**src/rtl/pci_parity_calc.sv**
```systemverilog
// pci_parity_calc: even parity over AD and C/BE#, shared with the transmit-side generator
module pci_parity_calc (
    input  logic [31:0] ad,
    input  logic [3:0]  cben,
    output logic        par
);
    assign par = ^{ad, cben};
endmodule

```
**config.mk**
```make
export PLATFORM = sky130hd
export DESIGN_NAME = pci_parity_calc
export DESIGN_NICKNAME = d
export VERILOG_FILES = /design/src/rtl/pci_parity_calc.sv
export SDC_FILE = /design/constraint.sdc
export NUM_CORES = 1
export LEC_CHECK = 0
export BUFFER_PORTS_ARGS = -buffer_cell sky130_fd_sc_hd__buf_4
export CORE_AREA = 10 10 47 49
export DETAILED_ROUTE_END_ITERATION = 10
export DIE_AREA = 0 0 57 59
export PLACE_DENSITY = 0.58
export REMOVE_ABC_BUFFERS = 1
export SYNTH_ARGS = -nofsm -noshare
export SYNTH_HDL_FRONTEND = slang
export SYNTH_SLANG_ARGS = --single-unit
export TNS_END_PERCENT = 50
```
**constraint.sdc**
```tcl
create_clock -name vclk -period 2.27
set_input_delay 0.454 -clock vclk [all_inputs]
set_output_delay 0.454 -clock vclk [all_outputs]
set_load 0.01 [all_outputs]
```
; ---- Word level (Yosys, flattened, before mapping)
; Index checks and enable logic that the tools add are counted.
[word_totals]
register_bits = 0
input_bits = 36
output_inout_bits = 1
elab_cells = 1
[classes]
n_reduce_logical = 1
[ops]
columns = cell, count
row1 = parity 36 bit, 1

; ---- Logic depth before layout (Yosys ltp)
; Gate-level depths: netlist of the first run.
[logic_depth]
word_depth = 1
ltp_mapped = 5
mapped_depth_nobuf = 5

; ---- Least setup slack after synthesis of the first run
; Ideal clock, no wire load.
[synth_path]
path_type = input to output
startpoint = input port ad[24]
endpoint = output port par
t_arrival_ns = 1.578
required_time_ns = 1.816
setup_slack_ns = 0.238
path_stages = 5
path_buffers = 0
cell_sequence = xor2_1 xnor2_1 xnor2_1 xnor3_1 xnor2_1
[synth_via]
elab_chain_cells = 1
[synth_lines]
columns = element, line_no
row1 = start: declaration, 3  ; input logic [31:0] ad,
row2 = parity 36 bit, 7  ; assign par = ^{ad, cben};
row3 = end: declaration, 5  ; output logic par
; No other way between the ends.

; ---- Worst setup path in the final report of the first run
[layout_path]
startpoint = input port ad[15]
endpoint = output port par
; The elaborated chain is that of the path after synthesis.

==> summary.txt, run 1 <==
Power and ir drop
  – Logic pwr share: 100.0%
  – Power share of the sequential group: 0%
  – Clk network pwr share: 0%
  – Internal power: about 0.21 mW
  – Switching Share: 35.12%
  – NetSw: 0.1127 mW
  – Pleak: 0.3101 nW
  – Max VDD drop: 0.2663 mV
  – Power per Cell Area: 463.8 nW/um^2

Detailed routing
  – Via density: 4.057
  – DR iter-0 viols: 2
  – DRC errors left: 0
  – Routed WL: 962 um
  – WL per Instance: 11.06 um
  – DR vias: approximately 350
  – Remaining antenna violation count: 0
  – DR pass1 iterations: 3

Synthesis
  – Leading area contributor after synthesis: xnor2_1
  – Top post-synthesis cells by count: xnor2_1, xor2_1, xnor3_1
  – Sequential fraction of the synthesis area: 0%
  – Mapped cell area: 311.5 sq um
  – Synth Area per Inst: roughly 9.2 sq um
  – Most common cell in the netlist: xnor2_1
  – Synth unique cells: 3
  – Ys Warns: 0
  – Post-synth top area share: 81.53%
  – Mapped Cells: 34
  – Area contributors post-synth: xnor2_1, xor2_1, xnor3_1

Place
  – GPL Wtd Cong: 0.5799
  – HPWL Detailed: around 910 um
  – Port Buf Inserts: 37

Layout
  – Final Util: 49.38%
  – Reg area: 0 sq um
  – CLK BUF: 0
  – Final nets: 109
  – FFs & Latches: 0
  – Antenna Cells: 0
  – Layout cells sized above 1: 60.56%
  – Layout overhead on the synthesized area: 122.1%

Timing
  – Period utilization: 96.45%
  – Slew HR: approximately 90%
  – Crit path time final: between 2 and 2.5 ns
  – Setup Viol. Count Final: 0
  – Final Max Slew Viols: 0
  – RSZ-0062 raised after global routing: true
  – Hold WS: 1.540 ns
  – Sum Neg Setup Slack: 0 ns
  – Final hold violations: 0
  – Slew of the pin with the lowest slew margin: 0.1836 ns
  – Fmax: roughly 460 MHz

Setup path
  – Critical path class: in2out
  – Startpoint Class: input pin
  – CP required: 1.82 ns
  – Worst path slowest cell: xnor3_1
  – Slowest stage delay, CP: 0.43 ns
  – Critical Path Stages: 7
  – CP endpoint kind: primary output
  – Crit path cell chain: buf_6 -> xor2_2 -> xnor2_2 -> xnor2_1 -> xnor3_1 -> xnor2_1 -> buf_4
  – Crit path DAT: 1.74 ns
  – Most used cell, CP: xnor2_1
  – CP top delay family: XOR/XNOR gates
  – Crit-path max FO: 1
  – Worst path buffer plus inverter count: 2

Hold path
  – Worst Hold Class: in2out
  – Hold depth: 6
  – Hold endpoint: par
  – Worst hold path startpoint: ad[19]

GRT
  – Vias in the first global route: 390
  – Remaining global-route overflow: 0
  – Initial antenna violation count: 0
  – First-pass GRT wire length: 1580 um
  – GRT Overall Usage: 5.231%
  – Pin count of the biggest net entering global routing: 2

Die
  – Vert. Die Dim: ~59 um
  – Die Area: 3363 sq um
  – Chip Width: ~57 um
  – Io pins: 37
  – Starting density of the core: 22.23%
  – CORE AREA: between 1000 and 1500 sq um
  – Rows: 14

Job
  – Max-capacitance violation count: 0

Status
  – Run status: complete, no violations

Clocking
  – Hold-fix buffers at CTS: 0
cell usage in the layout (no fill, tap or decap):
cell type and count:
buf_4 30, xor2_1 3, xor2_2 1, buf_6 7, xnor2_2 4, xnor3_1 1, xnor2_1 24, xnor2_4 1
cells by family (layout without fill, tap and decap cells):
logic type,Yosys count,after routing,share of synthesized area [%]
xor+xnor,34,34,100.0
buf+inv,0,37,0
worst max path at each step:
stage,slack [ns],startpoint,to
global placement,0.05,ad[24],par
floorplan,0.24,ad[24],par
finish,0.08,ad[15],par
CTS,0.03,ad[24],par
detailed placement,0.04,ad[24],par
global route,-0.06,ad[15],par
what timing repair did:
item,4_1_cts,5_1_grt
setup buffers,0,0
setup endpoints to repair,0,1
resized for setup,0,14
per-stage QoR:
step	cells	instance area (sq um)	power (mW)	setup slack (ns)
6_report	87	691.9	0.3209	0.08057
5_1_grt	87	691.9	0.3552	-0.05833
4_1_cts	87	609.3	0.3095	0.03394
3_5_place_dp	87	609.3	0.3090	0.03818
3_3_place_gp	87	609.3	0.3072	0.04637
2_1_floorplan	34	311.5	0.1888	0.2382
power by group through the flow:
stage / sequential (mW) / combinational (mW) / clock, mW
final: 0 / 0.321 / 0
after floorplan: 0 / 0.189 / 0
after detailed placement: 0 / 0.309 / 0
after global routing: 0 / 0.355 / 0
after CTS: 0 / 0.309 / 0
after global placement: 0 / 0.307 / 0
layer usage:
metal / track usage [%] / vias to the layer above / part of all wire, %
li1: - / 176 / -
met1: 5.707 / 157 / 31
met2: 9.302 / 20 / 56
met3: 2.790 / 0 / 13
met4: 0 / 0 / 0
met5: 0 / - / 0
final cells by class:
type	instances	area [sq um]
Fill cell	150	709.4
Multi-Input combinational cell	34	367.9
Timing Repair Buffer	37	304.0
Tap cell	16	20.02
Power figures use the tool's default switching activity.
==> inputs of run 2 (changes only) <==
--- a/config.mk
+++ b/config.mk
@@ -5,11 +5,12 @@
 export SDC_FILE = /design/constraint.sdc
 export NUM_CORES = 1
 export LEC_CHECK = 0
+export ABC_AREA = 1
 export BUFFER_PORTS_ARGS = -buffer_cell sky130_fd_sc_hd__buf_4
-export CORE_AREA = 10 10 47 49
+export CORE_MARGIN = 10
+export CORE_UTILIZATION = 49
 export DETAILED_ROUTE_END_ITERATION = 10
-export DIE_AREA = 0 0 57 59
-export PLACE_DENSITY = 0.58
+export PLACE_DENSITY = 0.83
 export REMOVE_ABC_BUFFERS = 1
 export SYNTH_ARGS = -nofsm -noshare
 export SYNTH_HDL_FRONTEND = slang
==> summary.txt, run 2 <==
Setup path
  – Worst path slowest cell: nor2_1
  – Setup crit start: ad[5]
  – CP endpoint kind: primary output
  – Most used cell, CP: nand2_1
  – Crit path DAT: around 1.5 ns
  – Crit path cell chain: buf_4 -> nor2_1 -> inv_1 -> nand2_1 -> nand2_1 -> nand2_1 -> nand2_1 -> nand2_1 -> nand3_1 -> nand2_1 -> inv_1 -> nand2_1 -> nand2_1 -> buf_4
  – Slowest stage delay, CP: around 0.13 ns
  – Crit-path max FO: 2
  – Critical path class: in2out
  – Startpoint Class: input pin
  – Critical Path End: par
  – CP required: approximately 1.8 ns

Synthesis
  – Leading area contributor after synthesis: nand2_1
  – Mapped Cells: between 150 and 200
  – Synth unique cells: 10
  – Ys Warns: 0
  – Top post-synthesis cells by count: nand2_1, inv_1, xnor2_1, xor2_1, nand3_1
  – Synth Area per Inst: between 4 and 5 sq um
  – Mapped cell area: 749.5 sq um
  – Most common cell in the netlist: nand2_1
  – Sequential fraction of the synthesis area: 0%
  – Area contributors post-synth: nand2_1, inv_1, xnor2_1
  – Post-synth top area share: ~63%

GRT
  – Pin count of the biggest net entering global routing: 4
  – Vias in the first global route: around 860
  – First-pass GRT wire length: 3118 um
  – Remaining global-route overflow: 0
  – GRT Overall Usage: about a tenth
  – Initial antenna violation count: 0

Layout
  – CLK BUF: 0
  – Antenna Cells: 0
  – Fillers: approximately 140
  – FFs & Latches: 0
  – Reg area: 0 sq um
  – Fin area: 1047 sq um
  – Commonest non-fill, non-tap cell in the layout: nand2_1
  – Layout cells sized above 1: 20.56%
  – Final nets: 252
  – Area taken by multi-input logic gates: 640.6 sq um
  – Most frequent cells in the layout: nand2_1, buf_4, inv_1
  – Layout overhead on the synthesized area: 39.73%

Place
  – DP Area: roughly 1000 sq um
  – HPWL Detailed: 1786 um
  – Port Buf Inserts: 37
  – GPL Wtd Cong: 0.7205

Status
  – Run status: complete, no violations

Hold path
  – Worst Hold Class: in2out

Die
  – Vert. Die Dim: 59.11 um
  – Chip Width: 59.11 um
  – CORE AREA: between 1000 and 1500 sq um
  – Io pins: 37
  – Starting density of the core: between 50% and 60%
  – Rows: 14
  – Die Area: 3494 sq um

Timing
  – Slew HR: 86.93%
  – Fmax: about 520 MHz
  – Slew of the pin with the lowest slew margin: 0.1952 ns
  – Final Max Slew Viols: 0
  – Period utilization: 85.05%
  – RSZ-0062 raised after global routing: false
  – Crit path time final: just under 2 ns
  – Sum Neg Setup Slack: 0 ns
  – Final hold violations: 0
  – Setup Viol. Count Final: 0

Detailed routing
  – DR pass1 iterations: 4
  – WL per Instance: ~8 um
  – Routed WL: between 1500 and 2000 um
  – DR vias: slightly above 1,000
  – DRC errors left: 0
  – Remaining antenna violation count: 0
  – DR iter-0 viols: 14
  – Via density: 4.426

Clocking
  – Setup bufs post-CTS: 0
  – Post_cts resized: 0
  – Hold-fix buffers at CTS: 0

Power and ir drop
  – Pleak: around 0.76 nW
  – Power per Cell Area: around 230 nW/um^2
  – Max VDD drop: between 0.1 and 0.15 mV

Job
  – Max-capacitance violation count: 0
run 2: changes by cell type after synthesis, sizes merged:
cell	before	now
xor2	4	6
inv	0	29
xnor3	1	0
nor2	0	4
xnor2	29	7
nand2	0	127
nand3	0	4
run 2: cell type report:
| cell class | instances | area share, % |
|---|---|---|
| multi-input combinational | 148 | 61.17 |
| timing repair buffer | 37 | 26.52 |
| inverter | 29 | 10.39 |
| tap | 16 | 1.912 |
run 2: logic make-up (layout without fill, tap and decap cells):
| group | after synthesis | in the layout | share of synthesized area, % |
|---|---|---|---|
| simple gates | 135 | 135 | 69.28 |
| buf+inv | 29 | 66 | 14.52 |
| xor+xnor | 13 | 13 | 16.19 |
run 2: worst max-delay path: cells and delay by family:
family,cells,cell delay (ns)
buf+inv,4,0.33
simple gates,10,0.68
run 2: per-stage QoR:
stage	setup WS (ns)	util, %	cells	hold WS [ns]	power (mW)
finish	0.3393	71.17	230	1.589	0.2411
global route	0.1609	71.17	230	1.690	0.2777
CTS	0.3255	71.17	230	1.601	0.2445
detailed placement	0.3271	71.17	230	1.600	0.2441
global placement	0.3797	71.17	230	1.595	0.2339
floorplan	0.6276	-	177	1.354	0.1491
run 2: report_power, final:
group	internal, mW	total (mW)	switching, mW
Combinational	0.116	0.241	0.125
Clock	0	0	0
Sequential	0	0	0
Total	0.116	0.241	0.125
run 2: worst min path at each step:
stage                      start  end  slack [ns]  depth (start not counted)
after global placement    ad[30]  par        1.60                         10
after floorplan           ad[30]  par        1.35                          7
after CTS                 ad[30]  par        1.60                         10
final                     ad[30]  par        1.59                         10
after global routing      ad[30]  par        1.69                         10
after detailed placement  ad[30]  par        1.60                         10
run 2: metal layers:
layer / track usage, % / vias up / part of all wire (%)
met4: 0 / 0 / 0
met5: 0 / - / 0
li1: - / 583 / -
met3: 2.146 / 0 / 5.9
met2: 20.12 / 17 / 57
met1: 10.62 / 418 / 37
==> inputs of run 3 (changes only) <==
--- a/config.mk
+++ b/config.mk
@@ -7,7 +7,7 @@
 export LEC_CHECK = 0
 export ABC_AREA = 1
 export BUFFER_PORTS_ARGS = -buffer_cell sky130_fd_sc_hd__buf_4
-export CORE_MARGIN = 10
+export CORE_MARGIN = 5
 export CORE_UTILIZATION = 49
 export DETAILED_ROUTE_END_ITERATION = 10
 export PLACE_DENSITY = 0.83
==> summary.txt, run 3 (synthesis results as in run 2) <==
Layout
  – Final nets: 252
  – Fillers: around 150
  – Reg area: 0 sq um
  – Fin area: 1047 sq um
  – FFs & Latches: 0
  – Area taken by multi-input logic gates: approximately 640 sq um
  – CLK BUF: 0
  – Layout cells sized above 1: between 20% and 30%
  – Non-Filler Instances: 230
  – Most frequent cells in the layout: nand2_1, buf_4, inv_1
  – Layout overhead on the synthesized area: 39.73%
  – Commonest non-fill, non-tap cell in the layout: nand2_1
  – Antenna Cells: 0

Timing
  – Slew of the pin with the lowest slew margin: slightly below 0.2 ns
  – RSZ-0062 raised after global routing: false
  – Sum Neg Setup Slack: 0 ns
  – Crit path time final: 1.931 ns
  – Period utilization: 85.05%
  – Setup Viol. Count Final: 0
  – Final hold violations: 0
  – Fmax: between 500 and 600 MHz
  – Worst Setup Slack, final: 0.3395 ns
  – Slew HR: about 87%
  – Final Max Slew Viols: 0

Die
  – Die Area: roughly 2400 sq um
  – Starting density of the core: 50.94%
  – CORE AREA: 1471 sq um
  – Chip Width: 49.11 um
  – Vert. Die Dim: 49.11 um
  – Rows: 14
  – Io pins: 37

Setup path
  – Crit path cell chain: buf_4 -> nand2_1 -> inv_1 -> nor2_1 -> nand2_1 -> nand2_1 -> nand2_1 -> nand2_1 -> nand3_1 -> nand2_1 -> inv_1 -> nand2_1 -> nand2_1 -> buf_4
  – Startpoint Class: input pin
  – Critical path class: in2out
  – CP required: 1.82 ns
  – Worst path slowest cell: buf_4
  – Crit-path max FO: 2
  – Crit path DAT: 1.48 ns
  – CP endpoint kind: primary output
  – Slowest stage delay, CP: 0.14 ns
  – Most used cell, CP: nand2_1

Power and ir drop
  – Internal power: 0.1158 mW
  – Power share of the sequential group: 0%
  – Clk network pwr share: 0%
  – NetSw: 0.1258 mW
  – Power consumption: between 0.2 and 0.25 mW
  – Pleak: 0.7599 nW
  – Max VDD drop: 0.1216 mV
  – Logic pwr share: 100.0%
  – Power per Cell Area: about 230 nW/um^2
  – Switching Share: roughly 52%

Status
  – Run status: complete, no violations

GRT
  – Pin count of the biggest net entering global routing: 4
  – Remaining global-route overflow: 0
  – GRT Overall Usage: 14.60%
  – Initial antenna violation count: 0
  – Vias in the first global route: 937
  – First-pass GRT wire length: 3167 um

Detailed routing
  – DR pass1 iterations: 4
  – DR WL met3: 55 um
  – DRC errors left: 0
  – Routed WL: 1708 um
  – DR iter-0 viols: 4
  – DR vias: 1,015
  – M1 WL: ~640 um
  – Wire length on met2: 1014 um
  – Highest metal used: met3
  – WL per Instance: 7.426 um
  – Via density: ~4.4
  – Remaining antenna violation count: 0

Job
  – Max-capacitance violation count: 0

Place
  – HPWL Detailed: 1641 um
  – Pre-CTS setup slack: 0.3281 ns
  – Placed cell count: 230
  – GPL Wtd Cong: roughly 0.63
  – DP Area: 1047 sq um
  – Port Buf Inserts: 37

Hold path
  – Worst Hold Class: in2out

Clocking
  – Hold-fix buffers at CTS: 0
  – Post_cts resized: 0
  – Setup bufs post-CTS: 0
[run 3: cell counts in the layout (fill, tap and decap cells not counted)]
No cell type changed its count.
[run 3: worst paths after layout]
check | startpoint | end | cells past startpoint
setup / recovery | ad[4] | par | 14
hold / removal | ad[30] | par | 10
[run 3: cell type report]
class | count | area share, %
multi-input combinational | 148 | 61.17
timing repair buffer | 37 | 26.52
inverter | 29 | 10.39
tap | 16 | 1.912
[run 3: per-stage QoR]
stage / util, % / hold WS [ns]
after floorplan: - / 1.354
after global placement: 71.17 / 1.598
after detailed placement: 71.17 / 1.616
after CTS: 71.17 / 1.614
after global routing: 71.17 / 1.695
final: 71.17 / 1.598
[run 3: power by group through the flow]
stage | logic, mW | registers (mW) | clock network (mW)
global placement | 0.234 | 0 | 0
CTS | 0.245 | 0 | 0
global route | 0.281 | 0 | 0
detailed placement | 0.244 | 0 | 0
floorplan | 0.149 | 0 | 0
finish | 0.242 | 0 | 0
[run 3: critical path: cells and delay by family]
family	cells	cell delay, ns
and+or+nand+nor	10	0.68
buffers and inverters	4	0.33
[run 3: routing by layer]
| metal | global-route usage, % | vias to the layer above |
|---|---|---|
| li1 | - | 584 |
| met1 | 13.77 | 416 |
| met2 | 33.48 | 15 |
| met3 | 0.9174 | 0 |
| met4 | 0 | 0 |
| met5 | 0 | - |
